### src/rtl/offset_out_pipe.sv
// Signed-to-offset-binary DAC output pipeline: round/clip stage (S1), offset/output stage (S2),
// valid/ready handshake on both sides and sticky clip statistics.
module offset_out_pipe #(
    parameter int W_IN  = 19,
    parameter int W_OUT = 8,
    parameter int W_CNT = 16
) (
    input  logic                   CLK,
    input  logic                   Reset,
    input  logic signed [W_IN-1:0] in_data,
    input  logic                   in_valid,
    output logic                   in_ready,
    input  logic                   rnd_en,
    input  logic                   sat_en,
    output logic [W_OUT-1:0]       out_data,
    output logic                   out_valid,
    input  logic                   out_ready,
    input  logic                   clr_clip,
    output logic                   clip_flag,
    output logic [W_CNT-1:0]       clip_cnt
);

    localparam int D = W_IN - W_OUT;
    localparam logic signed [W_IN:0] RND_C  = {{(W_IN-D+1){1'b0}}, 1'b1, {(D-1){1'b0}}};
    localparam logic [W_OUT-1:0]     MID_C  = {1'b1, {(W_OUT-1){1'b0}}};
    localparam logic [W_OUT-1:0]     SAT_HI = {1'b0, {(W_OUT-1){1'b1}}};
    localparam logic [W_OUT-1:0]     SAT_LO = {1'b1, {(W_OUT-1){1'b0}}};
    localparam logic [W_CNT-1:0]     CNT_ONE = {{(W_CNT-1){1'b0}}, 1'b1};

    // One guard bit above W_IN keeps the half-LSB rounding add from overflowing.
    function automatic logic signed [W_OUT:0] round_shift(input logic signed [W_IN-1:0] x,
                                                          input logic rnd);
        logic signed [W_IN:0] ext;
        logic signed [W_IN:0] sh;
        ext = {x[W_IN-1], x};
        if (rnd) ext = ext + RND_C;
        sh = ext >>> D;
        return sh[W_OUT:0];
    endfunction

    function automatic logic is_clip(input logic signed [W_OUT:0] r);
        return r[W_OUT] ^ r[W_OUT-1];
    endfunction

    function automatic logic [W_OUT-1:0] sat_wrap(input logic signed [W_OUT:0] r,
                                                  input logic sat);
        if (sat && is_clip(r)) return r[W_OUT] ? SAT_LO : SAT_HI;
        return r[W_OUT-1:0];
    endfunction

    logic signed [W_OUT:0] r_p0;
    logic                  s2_load, accept, clip_ev;
    logic                  vld_p1_q, vld_p1_d, clip_p1_q, clip_p1_d;
    logic [W_OUT-1:0]      data_p1_q, data_p1_d;
    logic                  vld_p2_q, vld_p2_d;
    logic [W_OUT-1:0]      data_p2_q, data_p2_d;
    logic                  clip_flag_q, clip_flag_d;
    logic [W_CNT-1:0]      clip_cnt_q, clip_cnt_d;

    assign s2_load  = !vld_p2_q || out_ready;
    assign in_ready = !vld_p1_q || s2_load;
    assign accept   = in_valid && in_ready;
    assign clip_ev  = s2_load && vld_p1_q && clip_p1_q;

    always_comb begin
        r_p0      = round_shift(in_data, rnd_en);
        vld_p1_d  = in_ready ? in_valid : vld_p1_q;
        data_p1_d = accept ? sat_wrap(r_p0, sat_en) : data_p1_q;
        clip_p1_d = accept ? is_clip(r_p0) : clip_p1_q;
        vld_p2_d  = s2_load ? vld_p1_q : vld_p2_q;
        // S2 only reloads on a real sample so the DAC holds its last code while idle.
        data_p2_d = (s2_load && vld_p1_q) ? {~data_p1_q[W_OUT-1], data_p1_q[W_OUT-2:0]}
                                          : data_p2_q;
        clip_flag_d = clip_flag_q;
        clip_cnt_d  = clip_cnt_q;
        if (clr_clip) begin
            clip_flag_d = clip_ev;
            clip_cnt_d  = clip_ev ? CNT_ONE : '0;
        end else if (clip_ev) begin
            clip_flag_d = 1'b1;
            if (clip_cnt_q != '1) clip_cnt_d = clip_cnt_q + CNT_ONE;
        end
    end

    // S1 / S2 boundary: control state
    always_ff @(posedge CLK) begin
        if (Reset) begin
            vld_p1_q    <= 1'b0;
            vld_p2_q    <= 1'b0;
            data_p2_q   <= MID_C;
            clip_flag_q <= 1'b0;
            clip_cnt_q  <= '0;
        end else begin
            vld_p1_q    <= vld_p1_d;
            vld_p2_q    <= vld_p2_d;
            data_p2_q   <= data_p2_d;
            clip_flag_q <= clip_flag_d;
            clip_cnt_q  <= clip_cnt_d;
        end
    end

    // S1 datapath (qualified by vld_p1_q)
    always_ff @(posedge CLK) begin
        data_p1_q <= data_p1_d;
        clip_p1_q <= clip_p1_d;
    end

    assign out_data  = data_p2_q;
    assign out_valid = vld_p2_q;
    assign clip_flag = clip_flag_q;
    assign clip_cnt  = clip_cnt_q;

endmodule

### config.mk
export PLATFORM = sky130hd
export DESIGN_NAME = offset_out_pipe
export DESIGN_NICKNAME = d
export VERILOG_FILES = /design/src/rtl/offset_out_pipe.sv
export SDC_FILE = /design/constraint.sdc
export NUM_CORES = 1
export LEC_CHECK = 0
export CAP_MARGIN = 20
export CORE_MARGIN = 8
export CORE_UTILIZATION = 45
export CTS_CLUSTER_DIAMETER = 80
export DETAILED_ROUTE_END_ITERATION = 7
export PLACE_DENSITY = 0.75
export SLEW_MARGIN = 20
export SYNTH_ARGS = -nofsm -noshare
export SYNTH_HDL_FRONTEND = slang
export SYNTH_SLANG_ARGS = --single-unit
### constraint.sdc
create_clock -name CLK -period 2.25 [get_ports CLK]
set_input_delay 0.225 -clock CLK [delete_from_list [all_inputs] [get_ports CLK]]
set_output_delay 0.225 -clock CLK [all_outputs]
set_load 0.01 [all_outputs]
==> results.txt <==
* Run status: finished clean
- Max rail drop VDD: 0.3215 mV
- Routed vias: 1,675
- The net count of the finished layout is 276.
* Ant diodes: 0
- Yosys attributes the largest share of cell area to sky130_fd_sc_hd__dfxtp_1 29%, sky130_fd_sc_hd__edfxtp_1 15%, sky130_fd_sc_hd__nand2_1 6.7%, sky130_fd_sc_hd__mux2i_1 4.9%, sky130_fd_sc_hd__a21oi_1 4.0%.
- For this run, the top clock speed supported by timing is 543.2 MHz.
- Number of pins with negative max-slew slack in the final report: 0
- Overall routed net length: 4260 µm
- Counting every instance in the synthesized netlist gives 208.
* Yosys reg bits: 36
* Unrepaired setup endpoints after global routing: false
- Kind of capture point of the worst setup path: flip-flop
- Cell area after synthesis: 0.001857 mm²
- Wire length of the first global-routing pass: 7251 µm
- The final-report hold violation count was 0.
* Total congestion overflow after global routing: 0
* Clk Tree Root Cell: sky130_fd_sc_hd__clkbuf_8
- Boundary Pins: 53
- Number of I/O port buffers: 42
- Buffers inserted to repair hold after CTS numbered 0.
* DRC errors left: 0
* Placeable Area: 0.004000 mm²
- Total of warnings raised by yosys: 0
- Power share of the clock group: 36.0%
- Between clock sinks in the finished design, the worst skew comes to 0.004693 ns.
- TritonCTS created 5 clock buffers.
- Die outline width: 80.24 µm
- PwrDens: 541.4 mW/mm²
- Clock latency on the worst-skew pair, taken at its later pin, is 0.29 ns.
- The internal power of the cells totals 973.0 µW.
- The number of global-route vias before repair is 1,572.
* Sequential fraction of the synthesis area: 43.67%
- In the post-synthesis netlist, the cell with the most instances is sky130_fd_sc_hd__nand2_1.
* Global placer's final weighted congestion: 0.7746
- Row generation in the floorplan step produced 23 rows.
* CTS H-tree depth: 2
* Average wire length per cell after detail routing: 14.25 µm
* GR Util All Layers: 14.04%
* Required time of the critical path: 2.29 ns
- The first TritonRoute pass finished after 4 iterations.
- Fraction of registers with async set or reset after synthesis: 0%
- Syn Nets: 236
- Detailed placement ended at an HPWL of 3163 µm.
- Iteration-0 DRC Markers: 116
- Antenna-violating nets left: 0
- Once routing completed, OpenROAD measured the worst setup slack at 0.4091 ns.
- Averaged over all synthesized cells, the footprint is 8.927 µm².
- Crit-path max FO: 7
- Worst-margin pin slew: 0.6996 ns
- Worst setup slack before clock tree synthesis: 0.08209 ns
- Post-CTS timing repair inserted 0 buffers for setup.
- In the synthesized netlist, the cells that appear most often are 33 x sky130_fd_sc_hd__nand2_1, 27 x sky130_fd_sc_hd__dfxtp_1, 15 x sky130_fd_sc_hd__a21oi_1, 11 x sky130_fd_sc_hd__nand3_1, 11 x sky130_fd_sc_hd__o21ai_0.
* Via count normalized by instance count: 5.602
* Cell accounting for the most synthesized area: sky130_fd_sc_hd__dfxtp_1
* Die Footprint: 0.006438 mm²
- P_leak: 0.7682 nW
- The worst setup path is launched from an input port.
* Final critical path time including I/O delays and setup: 1.841 ns
* Maxcap violations: 0
* Part of the total power dissipated in combinational logic: 10.3%
* Hold Path Class: flip-flop to flip-flop
- The filler cells instantiated in the layout total 343.
- Counting every sink on the clock net gives 36.
- By startpoint and endpoint, the worst setup path is classified as input port to flip-flop.
- Setup violations remaining at the end of the flow were counted as 0.
- The analysis attributes to net switching a power of 321.6 µW.
* Growth of design area from synthesis to finish: 28.77%
- Setup TNS: 0 ns
- TritonCTS built the clock tree.
- Max incr delay on CP: 0.44 ns
- Sequential cells account for 53.8% of the total power.
- After clock tree synthesis, the clock-pin slew on the worst setup and hold paths is 0.08 ns.
- Most used flip-flop cell after synthesis: sky130_fd_sc_hd__dfxtp_1
- Switching share of power: 24.84%
- Once the clock tree was built, the resizer swapped 0 gates to a different size.
- Y dimension of the die: 80.24 µm
* Share of layout cells above drive strength 1: 7.631%
* Worst rel slew slack: 53.19%
- Number of distinct library cell variants in the gate-level netlist after synthesis: 45
- Slowest cell on crit path: sky130_fd_sc_hd__clkdlybuf4s50_1
* Longest Clk Path Bufs: 2
* Crit-path cells: clkdlybuf4s50_1 > ha_1 > and4_1 > a211o_1 > a21oi_2 > o21ai_0
- Once the floorplan was initialized, standard cells occupied 46.42% of the core.
- At the worst endpoint, the arrival time is 1.88 ns.
- Maximum number of pins on one net before global-route repair: 15
- Proportion of netlist area held by the largest area contributor: 29.11%
- Antenna violations before repair: 0
- Share of the clock period used by the worst path after layout: 81.82%
* Number of flops mapped to enable cells by yosys: 9
- Final Total Pwr: 1.295 mW
==> power groups by stage <==
stage	Clock [mW]	Combinational (mW)	Sequential, mW
final	0.466	0.133	0.696
after global routing	0.510	0.147	0.699
after CTS	0.483	0.134	0.696
after detailed placement	0	0.133	0.711
after global placement	0	0.131	0.711
after floorplan	0	0.0602	0.714
==> cell type report <==
cell class,count,area [µm²],share of cell area [%]
tap,50,62.56,2.616
inverter,2,7.507,0.3140
clock buffer,5,68.82,2.878
clock inverter,3,23.77,0.9942
timing repair buffer,45,442.9,18.52
multi-input combinational,158,974.7,40.76
sequential,36,810.8,33.91
==> critical path, delay by kind of cell <==
family | cells | cell delay, ns
compound gates | 3 | 0.75
simple gates | 1 | 0.27
buf+inv | 1 | 0.44
fa+ha+maj | 1 | 0.20
==> cell usage in the layout (no fill, tap or decap), drive strengths merged, types with 3 or more instances in the layout <==
master and instances:
nor2 7, or4 3, and4 6, xor2 3
nand4 5, mux2i 9, and3 5, clkbuf 5
o31ai 3, nand3 11, clkdlybuf4s50 42, dfxtp 27
buf 3, xnor2 3, nor4 3, and2 5
o21ai 11, nand2 33, edfxtp 9, or3 8
a21oi 16, a211oi 3
==> registers in the layout, summed over array words and instances, names as in the netlist <==
register / flops
out_valid: 1
clip_cnt: 16
vld_p1_q: 1
data_p1_q: 8
out_data: 8
clip_flag: 1
clip_p1_q: 1
==> metrics by stage <==
step           cells  hold slack, ns  area, µm²  util, %
6_report         299          0.4557       2391    59.77
5_1_grt          299          0.4722       2391    59.77
4_1_cts          299          0.4586       2391    59.77
3_5_place_dp     291          0.4495       2298    57.46
3_3_place_gp     291          0.4420       2298    57.46
2_1_floorplan    208          0.3424       1857        -
==> metal layers <==
metal	vias up	part of all wire (%)	GRT usage, %
met1	769	43	16.01
met2	51	48	23.20
met3	6	7.1	4.464
met4	0	1.6	6.727
li1	849	-	-
met5	-	0	0
==> path summary, 6_finish.rpt <==
kind	slack, ns	endpoint	startpoint	cells past startpoint
min	0.46	out_data[0]	out_data[0]	2
max reg2reg	0.48	clip_cnt[7]	clip_cnt[0]	5
min reg2reg	0.46	out_data[0]	out_data[0]	2
max	0.41	data_p1_q[6]	in_data[11]	6
==> kinds of logic (layout without fill, tap and decap cells) <==
family / after synthesis / count (layout) / synth area share (%)
AOI/OAI and AO/OA: 46 / 46 / 15.63
muxes: 9 / 9 / 4.852
xor gates and xnor gates: 6 / 6 / 2.831
adders and majority gates: 2 / 2 / 1.347
and+or+nand+nor: 95 / 95 / 27.83
DFF: 36 / 36 / 43.67
buffers and inverters: 14 / 55 / 3.841
(Power assumes the default switching activity.)
